## src/rtl/reg_dbg_display.sv

```systemverilog
// reg_dbg_display
//   Drives the core's debug register select, waits for the combinational
//   register_value readback to settle, latches it, and shows the latched
//   16-bit value as four hex digits on a multiplexed active-low 7-segment
//   display.
//
// Optional feature macro: REG_DBG_AUTO_SCAN_EN
//   When defined, a free-running counter advances select every AUTO_PERIOD
//   cycles in addition to the push-button.
//
// Ports
//   clk            in   system clock
//   resetn         in   asynchronous active-low reset
//   btn_next       in   asynchronous push-button, rising edge advances select
//   register_value in   16-bit readback for the current select
//   select         out  5-bit register index to the core
//   seg            out  segments {g,f,e,d,c,b,a}, active-low
//   dp             out  decimal point, active-low
//   an             out  digit enables, active-low, an[0] = least significant nibble
//   value_valid    out  high while the displayed value matches select
module reg_dbg_display #(
  parameter int REFRESH_DIV   = 50000,
  parameter int SETTLE_CYCLES = 2
`ifdef REG_DBG_AUTO_SCAN_EN
  ,
  parameter int AUTO_PERIOD   = 100000000
`endif
) (
  input  logic        clk,
  input  logic        resetn,
  input  logic        btn_next,
  input  logic [15:0] register_value,
  output logic [4:0]  select,
  output logic [6:0]  seg,
  output logic        dp,
  output logic [3:0]  an,
  output logic        value_valid
);

  localparam int REF_W = (REFRESH_DIV > 1) ? $clog2(REFRESH_DIV) : 1;
  localparam int SET_W = (SETTLE_CYCLES > 1) ? $clog2(SETTLE_CYCLES) : 1;
  localparam logic [REF_W-1:0] REF_LAST = REF_W'(REFRESH_DIV - 1);
  localparam logic [SET_W-1:0] SET_LAST = SET_W'(SETTLE_CYCLES - 1);

  typedef enum logic [1:0] {ST_SETTLE, ST_CAPTURE, ST_SHOW} state_e;

  function automatic logic [6:0] hex7(input logic [3:0] n);
    case (n)
      4'h0: hex7 = 7'b1000000;
      4'h1: hex7 = 7'b1111001;
      4'h2: hex7 = 7'b0100100;
      4'h3: hex7 = 7'b0110000;
      4'h4: hex7 = 7'b0011001;
      4'h5: hex7 = 7'b0010010;
      4'h6: hex7 = 7'b0000010;
      4'h7: hex7 = 7'b1111000;
      4'h8: hex7 = 7'b0000000;
      4'h9: hex7 = 7'b0010000;
      4'hA: hex7 = 7'b0001000;
      4'hB: hex7 = 7'b0000011;
      4'hC: hex7 = 7'b1000110;
      4'hD: hex7 = 7'b0100001;
      4'hE: hex7 = 7'b0000110;
      default: hex7 = 7'b0001110;
    endcase
  endfunction

  logic             sync1_q, sync2_q, btn_prev_q, btn_pulse_q;
  logic             advance;
  state_e           state_q, state_d;
  logic [SET_W-1:0] settle_q, settle_d;
  logic [4:0]       select_q, select_d;
  logic [15:0]      value_q, value_d;
  logic             valid_q, valid_d;
  logic [REF_W-1:0] refresh_q, refresh_d;
  logic [1:0]       idx_q, idx_d;
  logic [3:0]       an_q, an_d;
  logic [6:0]       seg_q, seg_d;
  logic             dp_q, dp_d;
  logic [3:0]       nibble;

  // Button: two-flop synchronizer, then a registered rising-edge detector.
  always_ff @(posedge clk or negedge resetn) begin
    if (!resetn) begin
      sync1_q     <= 1'b0;
      sync2_q     <= 1'b0;
      btn_prev_q  <= 1'b0;
      btn_pulse_q <= 1'b0;
    end else begin
      sync1_q     <= btn_next;
      sync2_q     <= sync1_q;
      btn_prev_q  <= sync2_q;
      btn_pulse_q <= sync2_q & ~btn_prev_q;
    end
  end

`ifdef REG_DBG_AUTO_SCAN_EN
  localparam int AUTO_W = (AUTO_PERIOD > 1) ? $clog2(AUTO_PERIOD) : 1;
  localparam logic [AUTO_W-1:0] AUTO_LAST = AUTO_W'(AUTO_PERIOD - 1);

  logic [AUTO_W-1:0] auto_q, auto_d;
  logic              auto_tick;

  // The auto timer restarts on every advance so a button press re-phases it;
  // a coincident tick and press still yield a single advance.
  always_comb begin
    auto_tick = (auto_q == AUTO_LAST);
    auto_d    = (btn_pulse_q || auto_tick) ? '0 : auto_q + 1'b1;
    advance   = btn_pulse_q | auto_tick;
  end

  always_ff @(posedge clk or negedge resetn) begin
    if (!resetn) auto_q <= '0;
    else         auto_q <= auto_d;
  end
`else
  assign advance = btn_pulse_q;
`endif

  // Capture FSM: an advance wins over every state and restarts settling.
  always_comb begin
    state_d  = state_q;
    settle_d = settle_q;
    select_d = select_q;
    value_d  = value_q;
    valid_d  = valid_q;
    if (advance) begin
      select_d = select_q + 5'd1;
      settle_d = '0;
      valid_d  = 1'b0;
      state_d  = ST_SETTLE;
    end else begin
      case (state_q)
        ST_SETTLE: begin
          valid_d = 1'b0;
          if (settle_q == SET_LAST) state_d = ST_CAPTURE;
          else                      settle_d = settle_q + 1'b1;
        end
        ST_CAPTURE: begin
          value_d = register_value;
          valid_d = 1'b1;
          state_d = ST_SHOW;
        end
        ST_SHOW: ;
        default: state_d = ST_SETTLE;
      endcase
    end
  end

  // Display scan. Outputs are built from next-state values so an, seg and dp
  // always describe the same digit and the same latched value.
  always_comb begin
    if (refresh_q == REF_LAST) begin
      refresh_d = '0;
      idx_d     = idx_q + 2'd1;
    end else begin
      refresh_d = refresh_q + 1'b1;
      idx_d     = idx_q;
    end
    case (idx_d)
      2'd0:    nibble = value_d[3:0];
      2'd1:    nibble = value_d[7:4];
      2'd2:    nibble = value_d[11:8];
      default: nibble = value_d[15:12];
    endcase
    an_d  = ~(4'b0001 << idx_d);
    seg_d = hex7(nibble);
    dp_d  = ~((idx_d == 2'd0) && !valid_d);
  end

  always_ff @(posedge clk or negedge resetn) begin
    if (!resetn) begin
      state_q   <= ST_SETTLE;
      settle_q  <= '0;
      select_q  <= 5'd0;
      value_q   <= 16'h0000;
      valid_q   <= 1'b0;
      refresh_q <= '0;
      idx_q     <= 2'd0;
      an_q      <= 4'b1111;
      seg_q     <= 7'h7F;
      dp_q      <= 1'b1;
    end else begin
      state_q   <= state_d;
      settle_q  <= settle_d;
      select_q  <= select_d;
      value_q   <= value_d;
      valid_q   <= valid_d;
      refresh_q <= refresh_d;
      idx_q     <= idx_d;
      an_q      <= an_d;
      seg_q     <= seg_d;
      dp_q      <= dp_d;
    end
  end

  assign select      = select_q;
  assign value_valid = valid_q;
  assign an          = an_q;
  assign seg         = seg_q;
  assign dp          = dp_q;

endmodule
```

## config.mk

```make
export PLATFORM = sky130hd
export DESIGN_NAME = reg_dbg_display
export DESIGN_NICKNAME = d
export VERILOG_FILES = /design/src/rtl/reg_dbg_display.sv
export SDC_FILE = /design/constraint.sdc
export NUM_CORES = 1
export LEC_CHECK = 0
export BUFFER_PORTS_ARGS = -buffer_cell sky130_fd_sc_hd__buf_2
export CAP_MARGIN = 25
export CORE_ASPECT_RATIO = 1.25
export CORE_MARGIN = 2
export CORE_UTILIZATION = 54
export CTS_BUF_LIST = sky130_fd_sc_hd__clkbuf_4
export DETAILED_ROUTE_END_ITERATION = 10
export GPL_ROUTABILITY_DRIVEN = 0
export PLACE_DENSITY = 0.82
export SKIP_LAST_GASP = 1
export SLEW_MARGIN = 20
export SYNTH_ARGS = -nofsm -noshare
export SYNTH_HDL_FRONTEND = slang
export SYNTH_SLANG_ARGS = --single-unit
```

## constraint.sdc

```tcl
create_clock -name clk -period 3 [get_ports clk]
set_clock_uncertainty 0.15 [all_clocks]
set_input_delay 0.45 -clock clk [delete_from_list [all_inputs] [get_ports clk]]
set_output_delay 0.45 -clock clk [all_outputs]
set_load 0.02 [all_outputs]
```

==> results of run 1 <==
kinds of logic (layout without fill, tap and decap cells):
family | Yosys count | count (layout)
flops | 59 | 59
simple gates | 56 | 56
mux | 37 | 37
xor+xnor | 21 | 21
buf+inv | 18 | 76
fa+ha+maj | 8 | 8
compound gates | 8 | 8
critical path, cell delays in order (launching register included):
cell	delay, ps
sky130_fd_sc_hd__dfrtp_1	430
sky130_fd_sc_hd__nor3b_4	250
sky130_fd_sc_hd__buf_12	170
sky130_fd_sc_hd__mux2_2	350
sky130_fd_sc_hd__mux4_2	460
sky130_fd_sc_hd__mux2_4	320
sky130_fd_sc_hd__inv_2	90
sky130_fd_sc_hd__ha_1	220
sky130_fd_sc_hd__inv_1	80
sky130_fd_sc_hd__mux2i_1	70
sky130_fd_sc_hd__a32o_1	210
area by class of cell:
class,instances,area share [%]
Sequential cell,59,45.59
Multi-Input combinational cell,130,36.99
Timing Repair Buffer,51,9.859
Tap cell,62,2.369
Clock inverter,7,2.102
Clock buffer,9,2.063
Inverter,9,1.032
flip-flops by register name, summed over array words and instances, names as in the netlist:
name,cells
refresh_q,16
value_q,16
seg,7
select,5
an,4
idx_q,2
state_q,2
advance,1
btn_prev_q,1
dp,1
settle_q,1
sync1_q,1
sync2_q,1
value_valid,1
cells in the mapped netlist, drive strengths merged:
master / number / area share (%)
and4bb: 2 / 0.89
nand2b: 3 / 0.67
nor3b: 4 / 1.5
mux4: 8 / 6.7
buf: 7 / 2.2
a211oi: 1 / 0.45
and2: 2 / 0.45
o21ai: 3 / 0.54
nor4b: 2 / 1.2
nand3: 7 / 1.3
xnor2: 11 / 3.4
inv: 9 / 1.2
o2bb2ai: 2 / 0.63
and3: 6 / 1.3
nand2: 8 / 1.1
or2: 2 / 0.45
a32o: 1 / 0.36
mux2: 19 / 7.9
nor2: 14 / 1.9
dfrtp: 47 / 42
o22ai: 1 / 0.22
nand4: 3 / 1.2
or3: 1 / 0.22
dfstp: 12 / 11
clkbuf: 2 / 0.27
ha: 8 / 3.6
and4: 1 / 0.31
nor2b: 1 / 0.22
mux2i: 10 / 3.6
xor2: 10 / 3.1
power by group:
part | switching [mW] | internal [mW] | leakage, nW
registers | 0.0949 | 1.05 | 0.709
logic | 0.597 | 0.600 | 0.757
clock network | 0.296 | 0.251 | 0.0733
worst min path at each step:
stage,from,to,slack (ps)
2_1_floorplan,resetn,advance,4
3_3_place_gp,sync1_q,sync2_q,190
3_5_place_dp,sync1_q,sync2_q,190
4_1_cts,register_value[8],value_q[8],140
6_report,register_value[12],value_q[12],170
5_1_grt,register_value[12],value_q[12],140
routing by layer:
layer	up-vias	wire length, µm
li1	824	-
met1	864	1982
met2	33	2492
met3	5	185
met4	0	45
met5	-	0
through the flow:
stage	instances	power (mW)
final	327	2.889
after global routing	327	3.083
after CTS	321	2.861
after detailed placement	303	2.301
after global placement	303	2.258
after floorplan	207	2.060
repair_timing:
action | in CTS | in global routing
gates resized for setup | 0 | 2
hold buffers | 2 | 0
buffers inserted | 0 | 6
hold endpoints to repair | 23 | 0
endpoints found under the setup margin | 0 | 4
==> results.md, run 1 <==
- The total I/O pin count is 37.
- The final instance area is 3274 µm².
- The slew of the pin with the lowest slew margin is 612.7 ps.
- The synthesized design contains 59 register bits.
- The met3 capacity usage during global routing is 6.166%.
- The netlist area before placement is 2801 µm².
- The basic-gate share of the synthesized area counting and, or, nand and nor cells is 12.59%.
- The worst hold path belongs to the class in2reg.
- The class of the most critical setup path is reg2reg.
- Entering global routing, the biggest net connects 30 pins.
- The cell area after placement is 3055 µm².
- At the placement stage, the worst setup path has a slack of 96.53 ps.
- The most crowded layer after global routing is met2.
- After detailed routing, the number of vias per cell comes to 5.278.
- The clock net in this run drives a total of 59 sinks.
- Each instance of the synthesized netlist takes up on average 13.53 µm².
- For the finished layout, the period the worst path requires is 2878 ps.
- The dominant combinational cell family by area after synthesis is multiplexers.
- The repair_antennas step left the layout with diodes totalling 0.
- The first-pass GRT wire length is 7.831 mm.
- The kind of start point of the critical path is a flip-flop.
- The gate count of the mapped netlist is 207.
- Max-cap violations in this run came to 0.
- VDD sags by at most 0.3760 mV.
- After synthesis, the share of cell area in mux cells is 18.18%.
- The die is 68.42 µm wide.
- The type of element capturing the critical path is a flip-flop.
- The achievable clock frequency is 347.5 MHz.
- In the routed design, unresolved DRC markers number 0.
- STA puts the critical path data required time at 3180 ps.
- The H-tree generated during clock tree synthesis spans 3 levels.
- The worst register-to-register path has a setup slack of 120 ps.
- The initial antenna violation count came to 0.
- The total wire length is 4.706 mm.
- The synthesized netlist devotes 2.188% of its cell area to compound gates.
- The xor-xnor portion of the synthesized cell area is 6.565%.
- The total count of max-transition violations in the final report is 0.
- The number of nets handed over by synthesis was 234.
- The global routing usage summed across all routing layers is 18.48%.
- The critical path startpoint is advance.
- In this run the tightest slew margin relative to its limit is 59.16%.
- In this run the worst setup path terminates at seg[1].
- The power density over cell area is 882.4 nW/µm².
- The maximum buffer depth of the clock tree is 2.
- TritonCTS built the clock tree.
- The library cell used most frequently in the layout, excluding fill and tap cells, is sky130_fd_sc_hd__dfrtp_1.
- The highest net fanout along the worst path is 13.
- The portion of the post-synthesis area used by sequential elements is 53.24%.
- The final-layout setup total negative slack is 0 ps.
- The iteration-0 DRC count of the detailed router is 85.
- The wire-length estimate of the detail-placed layout is 3.409 mm.
- The met2 global-route usage is 27.71%.
- In the final layout, the multi-input gates occupy 1211 µm².
- The final antenna-violating net count is 0.
- The total overflow left after global routing is 0.
- For this run, global-route usage on met1 was measured as 24.09%.
- Setup repair after global routing left no endpoint under its margin.
- The detailed router placed 1726 vias in this run.
- Fill cells in the final layout number 393.
- Of the cells placed in the final design, the portion with a size suffix greater than 1 is 40.38%.
- The flow ran to the end, and the final reports show no timing, DRC or antenna violations.
- The top cell types in the final layout, fill and taps aside, are sky130_fd_sc_hd__dfrtp_1, sky130_fd_sc_hd__buf_2, sky130_fd_sc_hd__mux2_2, sky130_fd_sc_hd__nor2_1, sky130_fd_sc_hd__dfstp_2.
- The average routed wire per standard cell is 14.39 µm.
- The ratio of final minimum period to clock period is 95.92%.
- The leakage power summed over all cells is 1.539 nW.
- The tree is rooted in a sky130_fd_sc_hd__clkbuf_4.
- The total setup violations reported at the end of the flow is 0.
- The die covers 5784 µm².
- The height of the chip is 84.53 µm.
- The first TritonRoute pass finished after 4 iterations.
- The clock latency reported for the late side of the worst-skew pair is 390 ps.
- The initial utilization of the core area, before any placement, comes to 55.54%.
- The final hold violation count is 0.
- Clock-pin slew was measured on the worst setup and hold paths at 100 ps.
- The region available for standard cell placement spans 5044 µm².
- The count of cells along the worst hold path is 2.
- The via count of the first global-routing pass is 1662.
- Row generation in the floorplan step produced 29 rows.
- The sequential cell area is 1493 µm².
- In this run the critical register-to-register path is captured at seg[1].
- For this run, the post-layout net count is 287.
- At the worst endpoint, the arrival time is 3060 ps.
- Of the total synthesized cell area, the portion taken by full adders, half adders and majority gates is 3.573%.
- The cell count of the worst reg-to-reg path is 10.
- The reg-to-reg startpoint is advance.
- The number of warning messages in the yosys log is 0.
- Buffers placed on the I/O ports in this run total 36.
- The final standard cell utilization of the core is 64.92%.
- The worst path meets setup with 122.3 ps of slack.
- Compared with the post-synthesis result, the final layout area differs by 16.88%.
- The number of different library cells used by synthesis comes to 43.
- The tightest hold path in the finished design has a slack of 167.8 ps.
- Buffers inserted during clock tree synthesis total 9.
Note: power is estimated with default switching activity, not from simulation.
==> run 2: changes to the inputs <==
RECOVER_POWER = 25   (was not set)
==> run 2 against run 1 <==
  * The flow now finishes with violations (capacitance limit, slew limit)
  * Global-route usage unchanged
  * Wire length up 0.38%
  * Power is essentially flat
  * Final cell count is the same
  * First-iteration DRC count is the same
  * Maximum frequency up 0.12%
  * Largest cell class unchanged
  * Largest power group unchanged
==> results.md, run 2 (synthesis results as in run 1) <==
- The final standard cell utilization of the core is 64.82% (-0.099 points).
- The achievable clock frequency is 347.9 MHz (+0.12%).
- The depth of the CTS H-tree is 3 (unchanged).
- Setup repair after global routing left no endpoint under its margin.
- The global routing usage summed across all routing layers came to 18.48% (unchanged).
- The type of element capturing the critical path is a flip-flop.
- The final reports fail on capacitance limit, slew limit.
- The maximum buffer depth of the clock tree came to 2 (unchanged).
- The core region area is 5044 µm² (unchanged).
- The ratio of final minimum period to clock period came to 95.81% (-0.11 points).
- The number of cell rows was 29 (unchanged).
- The detailed placement HPWL is 3.409 mm (unchanged).
- The required time of the critical path is 3180 ps (about the same).
- The clock-pin slew of the registers on the worst-case setup and hold paths is 100 ps (about the same).
- The number of cells in the finished layout apart from fillers is 327 (unchanged).
- The data arrival time of the critical path came to 3060 ps (about the same).
- The slew of the pin with the lowest slew margin is 1507 ps (+894.8 ps).
- The overall power was 2.890 mW (about the same).
- The die width is 68.42 µm (unchanged).
- The worst IR drop on VDD is 0.3760 mV (about the same).
- The final-layout setup total negative slack came to 0 ps (unchanged).
- The ratio of routed vias to standard cells is 5.257 (-0.41%).
- The floorplan die area is 5784 µm² (unchanged).
- The detailed-router iteration count before antenna repair is 4 (unchanged).
- The largest net degree at the start of global routing is 30 (unchanged).
- The detailed-route DRC error count was 0 (unchanged).
- The via count of the first global-routing pass is 1662 (unchanged).
- The highest net fanout along the worst path came to 13 (unchanged).
- The leading cell type in the layout, fill and taps excluded is sky130_fd_sc_hd__dfrtp_1.
- The iteration-0 DRC count of the detailed router came to 85 (unchanged).
- The initial antenna violation count is 0 (unchanged).
- The shortest clock period the worst path allows after layout is 2874 ps (-3.353 ps).
- The first-pass GRT wire length is 7.831 mm (unchanged).
- The total wire length was 4.724 mm (+0.38%).
- The root buffer cell chosen for the clock tree is sky130_fd_sc_hd__clkbuf_4.
- The number of sinks handled by clock tree synthesis is 59 (unchanged).
- The classification of the worst-slack hold path is in2reg.
- The run finished, with violations left.
- The clock latency reported for the late side of the worst-skew pair was 400 ps (about the same).
- In this run the most critical hold path is launched from register_value[12].
- By startpoint and endpoint, the worst setup path is classified as reg2reg.
- The final hold violation count came to 0 (unchanged).
- The final antenna-violating net count came to 0 (unchanged).
- TritonCTS built the clock tree.
- The kind of start point of the critical path is a flip-flop.
- The starting density of the core is 55.54% (unchanged).
- The reported max-cap violation count came to 1 (+1).
- The total count of max-transition violations in the final report is 30 (+30).
- The total inserted antenna cells is 0 (unchanged).
- The overall overflow remaining after global route is 0 (unchanged).
- The total setup violations reported at the end of the flow is 0 (unchanged).
- The reg-to-reg startpoint is advance.
- The height of the chip came to 84.53 µm (unchanged).
- The top cell types in the final layout, fill and taps aside, are sky130_fd_sc_hd__dfrtp_1, sky130_fd_sc_hd__buf_2, sky130_fd_sc_hd__mux2_2, sky130_fd_sc_hd__nor2_1, sky130_fd_sc_hd__dfstp_2.
- The area growth from synthesis to layout is 16.70%.
- The leakage power summed over all cells came to 1.532 nW (-0.44%).
- The remaining max-slew budget at the tightest pin is -0.4977% (-60 points).
- The total number of vias came to 1719 (-0.41%).
- The met3 routed wirelength came to 189 µm (+2.2%).
- The wire length on met2 is 2.459 mm (-1.3%).
- The total I/O pin count is 37 (unchanged).
- The average routed wire per standard cell is 14.45 µm (+0.38%).
- The uppermost signal routing layer after detailed routing is met4.
- The critical path startpoint is advance.
- The power density over cell area is 883.9 nW/µm² (+0.17%).
- The wire length on met1 was 2.016 mm (+1.7%).
- The final instance area was 3269 µm² (-0.15%).
- The number of buffers added by the clock tree synthesis step is 9 (unchanged).
- The count of port buffers added during placement is 36 (unchanged).
- The count of nets after finishing is 287 (unchanged).
- The placed instance count came to 303 (unchanged).
- The cell area after placement came to 3055 µm² (unchanged).
- The ratio of cells with drive above 1 in the final layout is 39.62% (-0.75 points).
-- run 2: cell types whose count changed in the layout (fill, tap and decap cells not counted), sizes merged --
cell | before | now
buf | 49 | 47
clkbuf | 9 | 11
-- run 2: final cells by class --
cell class	count	area, µm²
inverter	9	33.78
fill	394	1774
timing repair buffer	51	317.8
clock buffer	9	67.56
multi-input combinational	130	1211
clock inverter	7	68.82
tap	62	77.57
sequential	59	1493
-- run 2: path summary, 6_finish.rpt --
path                          endpoint  slack (ps)  cells past startpoint
max                             seg[1]         130                     10
min                        value_q[12]         160                      2
max reg2reg                     seg[1]         130                     10
min reg2reg                    sync2_q         210                      0
max in group asynchronous       seg[1]         870                      3
min in group asynchronous    select[1]         790                      2
-- run 2: what timing repair did --
action,CTS,global route
hold endpoints to repair,23,0
hold buffers,2,0
endpoints found under the setup margin,0,4
setup buffers,0,6
gates resized for setup,0,2
-- run 2: power breakdown --
| part | switching (mW) | internal (mW) | leakage, nW | total (mW) |
|---|---|---|---|---|
| Combinational | 0.597 | 0.599 | 0.750 | 1.20 |
| Clock | 0.297 | 0.251 | 0.0733 | 0.548 |
| Sequential | 0.0944 | 1.05 | 0.709 | 1.14 |
| Total | 0.989 | 1.90 | 1.53 | 2.89 |
-- run 2: worst max-delay path, stage by stage, from the launching register on --
cell,delay [ps]
sky130_fd_sc_hd__dfrtp_1,420
sky130_fd_sc_hd__nor3b_4,250
sky130_fd_sc_hd__buf_12,170
sky130_fd_sc_hd__mux2_2,350
sky130_fd_sc_hd__mux4_2,460
sky130_fd_sc_hd__mux2_4,320
sky130_fd_sc_hd__inv_2,90
sky130_fd_sc_hd__ha_1,220
sky130_fd_sc_hd__inv_1,80
sky130_fd_sc_hd__mux2i_1,70
sky130_fd_sc_hd__a32o_1,210
-- run 2: routing by layer --
layer	vias up	global-route usage, %
met2	31	27.71
met3	6	6.166
met4	0	8.182
li1	824	-
met1	858	24.09
met5	-	0
-- run 2: stage by stage --
| step | hold WS, ps | worst slack (ps) |
|---|---|---|
| 2_1_floorplan | 4.409 | 8.471 |
| 3_3_place_gp | 188.3 | 164.9 |
| 5_1_grt | 138.5 | 5.420 |
| 4_1_cts | 140.0 | 38.97 |
| 6_report | 164.4 | 125.6 |
| 3_5_place_dp | 187.2 | 96.53 |
==> run 3: changes to the inputs <==
PLACE_DENSITY = 0.78   (was 0.82)
SKIP_LAST_GASP = not set   (was 1)
clock period = 2.6 ns   (was 3 ns; I/O delays follow)
==> run 3 against run 2 <==
  * Power up 29%
  * Via count rose by 11%
  * Clock-buffer cell count grew 4
  * Non-clock buffer count rose by 24
  * Highest routed layer unchanged
  * The run ends with capacitance limit, slew limit, setup timing left
  * Clock power about the same
  * Sequential share of layout area down 3.9 points
  * Maximum frequency increased by 1.8%
  * Hold slack got worse by 82 ps
  * Global-route usage up 4.5 points
  * Critical path depth stayed put
  * Sequential power up 17%
  * Sequential cell count unchanged
==> results.md, run 3 (synthesis results as in run 1) <==
- The number of buffers added by the clock tree synthesis step is 9 (unchanged).
- The largest net degree at the start of global routing is 33 (+10%).
- The total wire length is 5.766 mm (+22%).
- The detailed placement HPWL came to 3.828 mm (+12%).
- The checks that failed: capacitance limit, slew limit, setup timing.
- The clock root buffer master is sky130_fd_sc_hd__clkbuf_4.
- The highest net fanout along the worst path is 8 (-5).
- The ratio of routed vias to standard cells is 5.443 (+3.5%).
- The count of nets after finishing is 311 (+8.4%).
- The internal power is 2.411 mW (+27%).
- The clock network power share is 14.7% (-4.3 points).
- The overall overflow remaining after global route came to 0 (unchanged).
- The class of the most critical setup path is reg2reg.
- The average routed wire per standard cell is 16.47 µm (+14%).
- The shortest clock period the worst path allows after layout is 2825 ps (-49.60 ps).
- The reported max-cap violation count is 1 (unchanged).
- The die width is 68.42 µm (unchanged).
- The total count of max-transition violations in the final report was 28 (-6.7%).
- The switching power summed over all nets is 1.308 mW (+32%).
- The maximum buffer depth of the clock tree came to 2 (unchanged).
- The clock latency reported for the late side of the worst-skew pair is 400 ps (about the same).
- The slew of the pin with the lowest slew margin is 1560 ps (+52.28 ps).
- The required time of the critical path is 2790 ps (-390 ps).
- The tightest min-delay check is of the in2reg type.
- The power density over cell area is 1041 nW/µm² (+18%).
- The achievable clock frequency is 354.0 MHz (+1.8%).
- The total inserted antenna cells is 0 (unchanged).
- The via count of the first global-routing pass is 2032 (+22%).
- The flow ran to the end, but the final reports show violations.
- The clock tree from TritonCTS is yes.
- The share of power burned in registers is 35.7% (-3.9 points).
- The top cell types in the final layout, fill and taps aside, are sky130_fd_sc_hd__dfrtp_1, sky130_fd_sc_hd__buf_2, sky130_fd_sc_hd__buf_4.
- The number of sinks handled by clock tree synthesis is 59 (unchanged).
- The proportion of total power due to net switching is 35.17% (+0.94 points).
- The setup slack after layout is -224.8 ps (-350.4 ps).
- The final instance area is 3573 µm² (+9.3%).
- The clock-pin slew of the registers on the worst-case setup and hold paths is 90 ps (about the same).
- The total setup violations reported at the end of the flow is 7 (+7).
- The worst IR drop on VDD came to 0.6188 mV (+65%).
- The worst setup path is launched from a flip-flop.
- The leakage power summed over all cells is 1.697 nW (+11%).
- The ratio of cells with drive above 1 in the final layout was 48.61% (+9.0 points).
- The area growth from synthesis to layout is 27.56%.
- The height of the chip is 84.53 µm (unchanged).
- The count of port buffers added during placement is 36 (unchanged).
- The remaining max-slew budget at the tightest pin is -3.983% (-3.5 points).
- The core region area was 5044 µm² (unchanged).
- The data arrival time of the critical path was 3010 ps (-50 ps).
- The iteration-0 DRC count of the detailed router is 94 (+11%).
- The ratio of final minimum period to clock period is 108.6% (+13 points).
- The global routing usage summed across all routing layers is 23.02% (+4.5 points).
- The leading cell type in the layout, fill and taps excluded is sky130_fd_sc_hd__dfrtp_1.
- The total I/O pin count is 37 (unchanged).
- Setup repair after global routing could not meet its margin everywhere.
- The share of total power in combinational logic came to 49.6% (+8.2 points).
- The final hold violation count was 0 (unchanged).
- The first-pass GRT wire length was 9.687 mm (+24%).
- The final antenna-violating net count is 0 (unchanged).
- The overall power is 3.719 mW (+29%).
- The depth of the CTS H-tree is 3 (unchanged).
- The worst setup path is captured at a flip-flop.
- The initial antenna violation count is 0 (unchanged).
- The detailed-router iteration count before antenna repair came to 4 (unchanged).
- The floorplan die area is 5784 µm² (unchanged).
- The post-place setup slack is -188.2 ps (-284.7 ps).
- The cell area after placement is 3322 µm² (+8.7%).
- The detailed-route DRC error count is 0 (unchanged).
- The total number of vias is 1905 (+11%).
- The starting density of the core is 55.54% (unchanged).
- The number of cell rows is 29 (unchanged).
## run 3: changes by cell type in the layout (fill, tap and decap cells not counted), sizes merged
cell	delta
clkbuf	+4
bufinv	-1
clkinv	-3
clkinvlp	-1
buf	+24
## run 3: layout make-up
cell class                 count  area, µm²
clock buffer                  13      97.59
clock inverter                 2      7.507
fill                         353       1470
inverter                       9      41.29
multi-input combinational    130       1353
sequential                    59       1491
tap                           62      77.57
timing repair buffer          75      505.5
## run 3: per-layer routing
layer,global-route usage [%],vias up,part of all wire [%]
met5,0,-,0
met4,10.73,0,2.2
met3,5.228,12,3.3
met2,37.41,37,54
met1,28.43,982,41
li1,-,874,-
## run 3: path summary, 6_finish.rpt
kind / slack (ps) / to / from / depth (start not counted)
min in group asynchronous: 760 / refresh_q[15] / resetn / 2
min reg2reg: 200 / sync2_q / sync1_q / 0
max: -220 / seg[1] / state_q[1] / 10
max in group asynchronous: 610 / an[1] / resetn / 3
min: 80 / value_q[1] / register_value[1] / 3
max reg2reg: -220 / seg[1] / state_q[1] / 10
## run 3: repair_timing
| item | 4_1_cts | 5_1_grt |
|---|---|---|
| gates cloned | 1 | 0 |
| pin swaps | 1 | 4 |
| gates resized for setup | 18 | 5 |
| hold buffers | 2 | 0 |
| endpoints found under the hold margin | 25 | 0 |
| buffers inserted | 4 | 1 |
| setup endpoints to repair | 7 | 7 |
## run 3: power groups by stage
| stage | Combinational, mW | Sequential (mW) | Clock, mW |
|---|---|---|---|
| floorplan | 1.06 | 1.45 | 0 |
| global placement | 1.52 | 1.33 | 0 |
| detailed placement | 1.58 | 1.33 | 0 |
| CTS | 1.79 | 1.32 | 0.553 |
| global route | 1.99 | 1.35 | 0.595 |
| finish | 1.84 | 1.33 | 0.548 |
## run 3: worst max-delay path: stages, from the launching register on
cell	delay, ps
sky130_fd_sc_hd__dfrtp_1	410
sky130_fd_sc_hd__nor3b_4	280
sky130_fd_sc_hd__buf_12	170
sky130_fd_sc_hd__mux2_4	310
sky130_fd_sc_hd__mux4_2	470
sky130_fd_sc_hd__mux2_4	340
sky130_fd_sc_hd__inv_4	90
sky130_fd_sc_hd__ha_4	200
sky130_fd_sc_hd__inv_4	50
sky130_fd_sc_hd__mux2i_1	70
sky130_fd_sc_hd__a32o_1	220
## run 3: stage by stage
stage	util [%]	TNS [ps]	std cells	hold WS (ps)
after global routing	70.85	-1735	350	79.04
final	70.85	-1088	350	82.55
after detailed placement	65.86	-868.4	328	195.7
after CTS	70.90	-1057	350	74.28
after global placement	65.86	-404.3	328	204.4
after floorplan	-	-1561	207	-55.59
